<file path="src/rtl/videomixer_pkg.sv">
// videomixer_pkg: shared widths, alpha unity and fade state encoding
// for the keyed layer mixer.
package videomixer_pkg;
   localparam int ALPHA_W = 5;
   localparam logic [ALPHA_W-1:0] ALPHA_ONE = 5'd16;
   localparam int CHANNEL_W_DEFAULT = 6;

   typedef enum logic [1:0] {
      IDLE     = 2'd0,
      FADE_IN  = 2'd1,
      FADE_OUT = 2'd2
   } fade_state_t;
endpackage

</file>
<file path="src/rtl/videomixer_fade.sv">
// videomixer_fade: per-field fade FSM, alpha steps once per vsync
// and saturates at black or full scale.
module videomixer_fade
   import videomixer_pkg::*;
(
   input  logic               pixelClockX6,
   input  logic               reset,
   input  logic               vsync,
   input  logic               fade_start,
   input  logic               fade_dir,
   input  logic [3:0]         fade_step,
   output logic [ALPHA_W-1:0] alpha,
   output logic               fade_busy
);
   fade_state_t state, state_nx;
   logic [ALPHA_W-1:0] alpha_nx;
   logic [ALPHA_W:0] step;
   logic [ALPHA_W:0] sum;

   always_ff @(posedge pixelClockX6) begin
      if (reset) begin
         state <= IDLE;
         alpha <= ALPHA_ONE;
      end else begin
         state <= state_nx;
         alpha <= alpha_nx;
      end
   end

   always_comb begin
      state_nx = state;
      alpha_nx = alpha;
      step = (fade_step == 4'd0) ? 6'd1 : {2'b00, fade_step};
      sum = {1'b0, alpha} + step;
      fade_busy = (state != IDLE);
      // A new request wins over a coincident vsync step
      if (fade_start) begin
         state_nx = fade_dir ? FADE_IN : FADE_OUT;
      end else if (vsync) begin
         unique case (state)
            FADE_IN: begin
               if (sum >= {1'b0, ALPHA_ONE}) begin
                  alpha_nx = ALPHA_ONE;
                  state_nx = IDLE;
               end else begin
                  alpha_nx = sum[ALPHA_W-1:0];
               end
            end
            FADE_OUT: begin
               if ({1'b0, alpha} <= step) begin
                  alpha_nx = '0;
                  state_nx = IDLE;
               end else begin
                  alpha_nx = alpha - step[ALPHA_W-1:0];
               end
            end
            default: ;
         endcase
      end
   end
endmodule

</file>
<file path="src/rtl/videomixer_layers.sv">
// videomixer_layers: N-layer keyed priority mixer, 3-clock pipeline.
// Define VIDEOMIXER_FADE_EN to build the fade FSM and alpha multiplier.
module videomixer_layers
   import videomixer_pkg::*;
#(
   parameter int CHANNEL_W = CHANNEL_W_DEFAULT,
   parameter int LAYERS    = 2
) (
   input  logic                          pixelClockX6,
   input  logic                          reset,
   input  logic [2:0]                    pixelClockPhase,
   input  logic                          vsync,
   input  logic [LAYERS*3*CHANNEL_W-1:0] layer_rgb,
   input  logic [LAYERS-1:0]             layer_en,
   input  logic [3*CHANNEL_W-1:0]        key_rgb,
   input  logic                          key_en,
   input  logic                          fade_start,
   input  logic                          fade_dir,
   input  logic [3:0]                    fade_step,
   output logic [CHANNEL_W-1:0]          red_out,
   output logic [CHANNEL_W-1:0]          green_out,
   output logic [CHANNEL_W-1:0]          blue_out,
   output logic                          pixel_valid,
   output logic                          fade_busy
);
   localparam int PIX_W  = 3*CHANNEL_W;
   localparam int PROD_W = CHANNEL_W + ALPHA_W;

   logic [LAYERS-1:0] act_en;
   logic [PIX_W-1:0]  act_key;
   logic              act_key_en;
   logic              strobe;
   logic [PIX_W-1:0]  in_pix [LAYERS];
   logic [LAYERS-1:0] in_keep;
   logic [PIX_W-1:0]  a_pix [LAYERS];
   logic [LAYERS-1:0] a_keep;
   logic              a_vld;
   logic              b_vld;
   logic [PIX_W-1:0]  sel;
   logic [PIX_W-1:0]  b_pix;
   logic [PIX_W-1:0]  c_pix;

   assign strobe = (pixelClockPhase == 3'd0);

   always_ff @(posedge pixelClockX6) begin
      if (reset) begin
         act_en     <= '1;
         act_key    <= '0;
         act_key_en <= 1'b0;
      end else if (vsync) begin
         act_en     <= layer_en;
         act_key    <= key_rgb;
         act_key_en <= key_en;
      end
   end

   // Background is never keyed, only gated by its enable
   always_comb begin
      in_keep = '0;
      for (int i = 0; i < LAYERS; i++) begin
         in_pix[i]  = layer_rgb[i*PIX_W +: PIX_W];
         in_keep[i] = act_en[i] && !(act_key_en && in_pix[i] == act_key);
      end
      in_keep[LAYERS-1] = act_en[LAYERS-1];
   end

   always_ff @(posedge pixelClockX6) begin
      if (reset) begin
         a_vld  <= 1'b0;
         a_keep <= '0;
         for (int i = 0; i < LAYERS; i++) a_pix[i] <= '0;
      end else begin
         a_vld <= strobe;
         if (strobe) begin
            a_keep <= in_keep;
            for (int i = 0; i < LAYERS; i++) a_pix[i] <= in_pix[i];
         end
      end
   end

   always_comb begin
      sel = a_keep[LAYERS-1] ? a_pix[LAYERS-1] : '0;
      for (int i = LAYERS-2; i >= 0; i--) begin
         if (a_keep[i]) sel = a_pix[i];
      end
   end

   always_ff @(posedge pixelClockX6) begin
      if (reset) begin
         b_vld <= 1'b0;
         b_pix <= '0;
      end else begin
         b_vld <= a_vld;
         if (a_vld) b_pix <= sel;
      end
   end

`ifdef VIDEOMIXER_FADE_EN
   logic [ALPHA_W-1:0] alpha;
   logic [ALPHA_W-1:0] a_alpha;
   logic [ALPHA_W-1:0] b_alpha;

   videomixer_fade u_fade (
      .pixelClockX6 (pixelClockX6),
      .reset        (reset),
      .vsync        (vsync),
      .fade_start   (fade_start),
      .fade_dir     (fade_dir),
      .fade_step    (fade_step),
      .alpha        (alpha),
      .fade_busy    (fade_busy)
   );

   function automatic logic [CHANNEL_W-1:0] scale(
      input logic [CHANNEL_W-1:0] c,
      input logic [ALPHA_W-1:0]   a
   );
      return CHANNEL_W'((PROD_W'(c) * PROD_W'(a)) >> 4);
   endfunction

   // Alpha travels with its pixel so a vsync mid-pipeline cannot split it
   always_ff @(posedge pixelClockX6) begin
      if (reset) begin
         a_alpha <= '0;
         b_alpha <= '0;
      end else begin
         if (strobe) a_alpha <= alpha;
         if (a_vld) b_alpha <= a_alpha;
      end
   end

   always_comb begin
      c_pix = {scale(b_pix[PIX_W-1 -: CHANNEL_W], b_alpha),
               scale(b_pix[2*CHANNEL_W-1 -: CHANNEL_W], b_alpha),
               scale(b_pix[CHANNEL_W-1:0], b_alpha)};
   end
`else
   logic fade_unused;
   assign fade_unused = ^{fade_start, fade_dir, fade_step};
   assign fade_busy   = 1'b0;
   assign c_pix       = b_pix;
`endif

   always_ff @(posedge pixelClockX6) begin
      if (reset) begin
         red_out     <= '0;
         green_out   <= '0;
         blue_out    <= '0;
         pixel_valid <= 1'b0;
      end else begin
         pixel_valid <= b_vld;
         if (b_vld) {red_out, green_out, blue_out} <= c_pix;
      end
   end
endmodule

</file>
<file path="config.mk">
export PLATFORM = sky130hd
export DESIGN_NAME = videomixer_layers
export DESIGN_NICKNAME = d
export VERILOG_FILES = /design/src/rtl/videomixer_pkg.sv /design/src/rtl/videomixer_fade.sv /design/src/rtl/videomixer_layers.sv
export SDC_FILE = /design/constraint.sdc
export NUM_CORES = 1
export LEC_CHECK = 0
export ABC_CLOCK_PERIOD_IN_PS = 2600
export CAP_MARGIN = 20
export CORE_ASPECT_RATIO = 1.1
export CORE_MARGIN = 1
export CORE_UTILIZATION = 40
export DETAILED_ROUTE_END_ITERATION = 8
export HOLD_SLACK_MARGIN = 0.15
export PLACE_DENSITY = 0.64
export SYNTH_ARGS = -nofsm -noshare
export SYNTH_HDL_FRONTEND = slang
export SYNTH_HIERARCHICAL = 1
export SYNTH_SLANG_ARGS = --single-unit
</file>
<file path="constraint.sdc">
create_clock -name pixelClockX6 -period 2.6 [get_ports pixelClockX6]
set_clock_uncertainty 0.15 [all_clocks]
set_input_delay 0.39 -clock pixelClockX6 [delete_from_list [all_inputs] [get_ports pixelClockX6]]
set_output_delay 0.39 -clock pixelClockX6 [all_outputs]
set_load 0.1 [all_outputs]
</file>
Word-level counts from Yosys, hierarchy flattened
Memories as Yosys holds them, arrays and structs flattened. Index checks and enable logic that the tools add are counted.

Logic and storage cells: 28. Memories: 1. RAM bits: 36. Flip-flop bits (word level): 62.

Reduce and logical (&&, ||, !) cells: 4. Equal/unequal tests: 1. Bitwise logic cells: 2. Multiplexer cells: 9.

Memory list: a_pix (depth 2, width 18, rd ports 2, clocked after memory_dff 0, wr ports 2, RTL line videomixer_layers.sv:35) `logic [PIX_W-1:0] a_pix [LAYERS];`.

Operator list (count): 18-bit two-way mux (4); 18-bit == test (1); 1-bit two-way mux (5); 3-bit logical NOT (1); 1-bit logical AND (2); 1-bit OR (2); 1-bit logical NOT (1).

Longest topological paths before layout
Gate-level depths: netlist of the first run.

Depth in word-level cells: 5. Depth in mapped cells: 5. Mapped depth without buffers: 5.

Worst setup path before layout of the first run
OpenSTA, ideal clock, no wires.

Path kind: in2reg. Start point: input port pixelClockPhase[1]. End point: memory a_pix[0][0] (netlist name) (enable). Data arrival time: 1.354 ns. Stages: 3. Setup slack: 0.706 ns. Data required time: 2.059 ns. Setup time: 0.391 ns. Cells stage by stage: nor3_1 -> nor2_1 -> inv_1.

RTL lines: start: declaration (RTL line videomixer_layers.sv:11) `input logic [2:0] pixelClockPhase,`; end: declaration (RTL line videomixer_layers.sv:35).

Final worst setup path of the first run
Start point: input port layer_rgb[3]. End point: register a_keep[0].

Cells in the longest elaborated chain, start to end: 4.

Ends and longest elaborated chain: start: declaration (RTL line videomixer_layers.sv:13) `input logic [LAYERS*3*CHANNEL_W-1:0] layer_rgb,`; 18-bit == test (RTL line videomixer_layers.sv:62) `in_keep[i] = act_en[i] && !(act_key_en && in_pix[i] == act_key);`; 1-bit logical AND (RTL line videomixer_layers.sv:62); 1-bit logical NOT (RTL line videomixer_layers.sv:62); 1-bit logical AND (RTL line videomixer_layers.sv:62); end signal: assignment (RTL line videomixer_layers.sv:75) `a_keep <= in_keep;`; end: declaration (RTL line videomixer_layers.sv:36) `logic [LAYERS-1:0] a_keep;`.

No other way between the ends. A chain may end at the register's enable or synchronous reset.

==> summary.txt, run 1 <==
worst rel slew slack: 64.9%
area share of the largest cell type after synthesis: 32.7%
diode count: 0
Synth top cells by count: 62 x dfxtp_1, 56 x nor2_1, 37 x mux2i_1
worst hold start: act_en[1]
synthesized cell area: 3800 um2
maximum clock insertion buffer count: 2
synth-to-layout area growth: 28.2%
Max Freq: 547 MHz
DRT Wirelength: 6950 um
setup violators final: 0
Post-CTS Setup Inserts: 0
TNS Setup: 0 ns
PortBufs: 81
hold path depth: 1
Final WS setup: 0.771 ns
cts bufs inserted: 9
Post-synth EDFFs: 36
largest net degree at the start of global routing: 40
row cnt: 36
DR pass1 iterations: 4
period utilization: 70.3%
initial DRC count: 83
Critical Path Fanout Max: 2
Multi-input gate area: 1370 um2
Avg Vias per Cell: 4.76
Critical Path End Type: flop
GRT Resource Usage Total: 15.3%
clk_lat worst skew: 0.36 ns
post-synth top area cell: dfxtp_1
Post-synth ARST share: 0%
min Tclk post-route: 1.83 ns
Die Y-Extent: 104 um
Yosys warnings: 6
Mapped Cells: 325
Pleak: 1.77 nW
layout cell share with drive strength beyond 1: 10.6%
Req. time, crit path: 2.70 ns
Die ar.: 9890 um2
area occupied by registers: 2320 um2
Hold WS: 0.322 ns
worst endpoint data arrival time: 1.93 ns
root buffer cell: clkbuf_8
VDD IR max: 0.232 mV
RR Startpoint: act_key[3]
I/O pins: 89
via count of the first global-routing pass: 2348
Avg WL per Cell: 13.4 um
DRC viols: 0
CTS clk-pin slew, worst paths: 0.09 ns
Final Max Tran Viols: 0
flop2flop setup slack: 0.92 ns
worst reg2reg path depth: 5
clock sinks: 98
status: finished clean
largest cells by area after synthesis: dfxtp_1 33%, edfxtp_1 28%, mux2i_1 9.7%, and2_1 5.9%, nor2_1 5.5%
worst slew pin tran: 0.526 ns
RSZ-0062 raised after global routing: false
reg-to-reg endpoint: a_keep[0]
Yosys reg bits: 98
pwr/cell area: 608 nW/um2
CP Class: in -> reg
Detail Route Antenna Nets: 0
sequential area share after synthesis: 61.1%
H-tree Lvls: 3
most frequent cell after synthesis: dfxtp_1
CTS tree: built
Core Area: 9050 um2
Hold Fails Final Rpt: 0
grt ovf: 0
synth unique cells: 23
post-CTS sizing: 0
Avg Cell Area, Syn: 11.7 um2
nets@finish: 469
cts hold-fix bufs: 0
Hold EP: a_keep[1]
filler instances: 792
initial core utilization: 42.0%
pre-CTS setup slack: 0.441 ns
critical path startpoint category: input pin
Syn Nets: 394
Min-Delay Path Class: reg -> reg
die width: 94.9 um
initial antenna violation count: 0
ys flop type: dfxtp_1
gp weighted congestion: 0.738
via count: 2469
first-pass GRT wire length: 11400 um
Max Cap Viol: 0
## cells by family (layout without fill, tap and decap cells)
group                     after synthesis  after routing  synth area share [%]
and+or+nand+nor                       105            105                  13.7
muxes                                  37             37                  9.75
DFF                                    98             98                  61.1
xor gates and xnor gates               18             18                  4.15
buffers and inverters                  26            106                  3.10
other                                   1              1                0.0987
AOI/OAI and AO/OA                      40             40                  8.07
## worst max-delay path by stage
stage,slack (ns),startpoint,endpoint
2_1_floorplan,0.71,pixelClockPhase[1],a_pix[0][0]
3_3_place_gp,0.47,layer_rgb[10],a_keep[0]
3_5_place_dp,0.44,layer_rgb[3],a_keep[0]
4_1_cts,0.83,layer_rgb[3],a_keep[0]
5_1_grt,0.78,layer_rgb[3],a_keep[0]
6_report,0.77,layer_rgb[3],a_keep[0]
## routing by layer
metal	vias to the layer above	global-route usage, %	wire length (um)
met5	-	0	0
met4	0	8.66	197
met3	15	3.00	294
met2	59	22.9	3250
met1	1114	20.3	3200
li1	1281	-	-
## power breakdown
group	switching, mW	internal, mW
Combinational	0.124	0.153
Clock	0.492	0.497
Sequential	0.0318	1.66
Total	0.648	2.31
## cells in the final DEF (no fill, tap or decap), drive strengths merged, types with 2 or more instances in the layout
| cell | synthesis | routed |
|---|---|---|
| nor2 | 56 | 56 |
| a211oi | 18 | 18 |
| clkbuf | 10 | 11 |
| xnor2 | 18 | 18 |
| clkinv | 0 | 3 |
| a22oi | 18 | 18 |
| dfxtp | 62 | 62 |
| buf | 15 | 28 |
| nand4 | 5 | 5 |
| clkdlybuf4s50 | 0 | 61 |
| edfxtp | 36 | 36 |
| mux2i | 37 | 37 |
| and2 | 36 | 36 |
| nor2b | 5 | 5 |
| nor4 | 2 | 2 |
| a211o | 2 | 2 |
## sequential cells by signal, indices dropped and copies added (netlist names)
name / flops
green_out: 6
b_vld: 1
pixel_valid: 1
act_key_en: 1
red_out: 6
a_keep: 2
act_en: 2
a_pix: 36
act_key: 18
a_vld: 1
b_pix: 18
blue_out: 6
## per-stage QoR
stage	std cells	area, um2	total power [mW]	utilization, %
floorplan	325	3800	1.87	-
global placement	503	4670	2.01	51.6
detailed placement	503	4670	2.01	51.6
CTS	519	4870	3.00	53.8
global route	519	4870	3.09	53.8
finish	519	4870	2.96	53.8
## critical path, stage by stage
cell and delay [ns]:
clkdlybuf4s50_1 0.44, xnor2_1 0.26, nand4_1 0.14, nor4_1 0.32, nand4_1 0.13, a32o_1 0.26
## area by class of cell
class / instances / area share (%)
clock inverter: 5 / 1.05
clock buffer: 11 / 3.13
timing repair buffer: 89 / 17.1
inverter: 1 / 0.0770
tap: 114 / 2.93
sequential: 98 / 47.7
multi-input combinational: 201 / 28.1
Power figures use the tool's default switching activity.
==> inputs of run 2 (changes only) <==
ABC_CLOCK_PERIOD_IN_PS = 1500   (was 2600)
PLACE_DENSITY = 0.67   (was 0.64)
clock period = 1.5 ns   (was 2.6 ns; I/O delays follow)
==> summary.txt, run 2 (synthesis results as in run 1) <==
status: finished clean
maximum clock insertion buffer count: 2 (unchanged)
Die ar.: 9890 um2 (unchanged)
Req. time, crit path: 1.59 ns (-1.11 ns)
CTS tree: built
Final Max Tran Viols: 0 (unchanged)
via count: 2557 (+3.6%)
RR Startpoint: act_key[5]
CP max stage cell: dfxtp_1
most frequent cells in the layout: 58 x dfxtp_1, 55 x nor2_1, 54 x clkdlybuf4s50_1
Reg with most FFs: a_pix
pwr/cell area: 1020 nW/um2 (+67%)
largest net degree at the start of global routing: 39 (-2.5%)
DRT Wirelength: 7230 um (+4.1%)
filler instances: 739 (-6.7%)
max FFs per register: 36 (unchanged)
first-pass GRT wire length: 12000 um (+5.5%)
cell mode on critical path: nand4_1
Clock power frac: 35.8% (+2.4 points)
Die Y-Extent: 104 um (unchanged)
leading cell type in the layout, fill and taps excluded: dfxtp_1
Top Registers: a_pix: 36 flops, act_key: 18 flops, b_pix: 18 flops
Max Cap Viol: 0 (unchanged)
Detail Route Antenna Nets: 0 (unchanged)
initial DRC count: 87 (+4.8%)
Multi-input gate area: 1440 um2 (+5.1%)
row cnt: 36 (unchanged)
layout cell share with drive strength beyond 1: 16.4% (+5.8 points)
Max Freq: 675 MHz
clk_lat worst skew: 0.35 ns (about the same)
via count of the first global-routing pass: 2607 (+11%)
worst endpoint data arrival time: 1.57 ns (-0.36 ns)
Core Area: 9050 um2 (unchanged)
I/O pins: 89 (unchanged)
pre-CTS setup slack: -0.499 ns (-0.941 ns)
critical path's top delay family: simple AND/OR/NAND/NOR gates
reg-to-reg endpoint: a_keep[0]
initial core utilization: 42.0% (unchanged)
final core utilization: 58.9% (+5.0 points)
flop2flop setup slack: 0.02 ns (-0.90 ns)
cts bufs inserted: 9 (unchanged)
CP Class: reg -> reg
GRT Resource Usage Total: 15.7% (+0.46 points)
Critical Path Fanout Max: 2 (unchanged)
cells along the critical path: xnor2_1 > nand4_1 > nor4_2 > nand4_1 > a32o_1
clock sinks: 98 (unchanged)
H-tree Lvls: 3 (unchanged)
Hold Fails Final Rpt: 0 (unchanged)
grt ovf: 0 (unchanged)
area occupied by registers: 2330 um2 (+0.22%)
gp weighted congestion: 0.743 (+0.66%)
setup violators final: 0 (unchanged)
Worst path max stage delay: 0.33 ns (-0.11 ns)
DR pass1 iterations: 4 (unchanged)
nets@finish: 478 (+1.9%)
Final WS setup: 0.0190 ns (-0.752 ns)
Critical Path End Type: flop
synth-to-layout area growth: 40.2%
WP depth: 5 (-1)
Net Sw Power: 1.19 mW (+84%)
Setup crit end: a_keep[0]
Comb pwr share: 9.8% (+0.4 points)
DRC viols: 0 (unchanged)
critical path startpoint category: flop
Avg WL per Cell: 13.7 um (+2.4%)
worst reg2reg path depth: 5 (unchanged)
CP bufs+invs: 0 (-1)
PortBufs: 81 (unchanged)
die width: 94.9 um (unchanged)
RSZ-0062 raised after global routing: true
min Tclk post-route: 1.48 ns
diode count: 0 (unchanged)
initial antenna violation count: 0 (unchanged)
VDD IR max: 0.528 mV (+130%)
Min-Delay Path Class: in -> reg
internal cell power: 4.23 mW (+83%)
Pleak: 1.94 nW (+9.6%)
Avg Vias per Cell: 4.84 (+1.8%)
period utilization: 98.7%
Sw Ratio: 22.0% (+0.10 points)
sequential power share: 54.4% (-2.8 points)
root buffer cell: clkbuf_8
CTS clk-pin slew, worst paths: 0.09 ns (about the same)
crit path from: act_key[5]
post-DP HPWL: 5360 um
[run 2: layout make-up]
cell class | count | share of cell area, %
Clock buffer | 11 | 2.84
Clock inverter | 5 | 1.57
Timing Repair Buffer | 98 | 22.1
Multi-Input combinational cell | 201 | 27.0
Tap cell | 114 | 2.68
Sequential cell | 98 | 43.7
Inverter | 1 | 0.141
[run 2: worst min path at each step]
stage                       from           to  slack (ns)  cells after the start
detailed placement     act_en[1]    a_keep[1]        0.30                      1
global placement       act_en[1]    a_keep[1]        0.30                      1
finish              layer_rgb[4]  a_pix[0][4]        0.19                      2
CTS                 layer_rgb[4]  a_pix[0][4]        0.19                      2
floorplan            layer_en[0]    act_en[0]        0.20                      1
global route        layer_rgb[4]  a_pix[0][4]        0.20                      2
[run 2: through the flow]
| step | setup TNS (ns) | power [mW] | cells | hold WS, ns | cell area (um2) |
|---|---|---|---|---|---|
| 4_1_cts | 0 | 5.43 | 528 | 0.192 | 5320 |
| 2_1_floorplan | 0 | 3.24 | 325 | 0.197 | 3820 |
| 3_3_place_gp | -17.09 | 3.52 | 512 | 0.303 | 5040 |
| 5_1_grt | -0.124 | 5.59 | 528 | 0.202 | 5330 |
| 6_report | 0 | 5.42 | 528 | 0.195 | 5330 |
| 3_5_place_dp | -18.60 | 3.53 | 512 | 0.297 | 5040 |
[run 2: repair_timing]
item,CTS,global route
resized for setup,17,2
pin swaps,14,2
hold buffers,0,0
endpoints found under the hold margin,0,0
buffers inserted,0,0
endpoints found under the setup margin,1,13
[run 2: layer usage]
metal | part of all wire (%) | vias to the layer above | global-route usage (%)
met1 | 45 | 1171 | 19.9
met3 | 3.8 | 18 | 3.36
met4 | 2.4 | 0 | 7.36
li1 | - | 1302 | -
met2 | 49 | 66 | 25.3
met5 | 0 | - | 0
[run 2: power by group through the flow]
stage	clock, mW	combinational, mW	sequential [mW]
finish	1.94	0.533	2.94
global route	2.05	0.580	2.96
floorplan	0	0.251	2.99
global placement	0	0.519	3.00
CTS	1.95	0.536	2.95
detailed placement	0	0.527	3.00
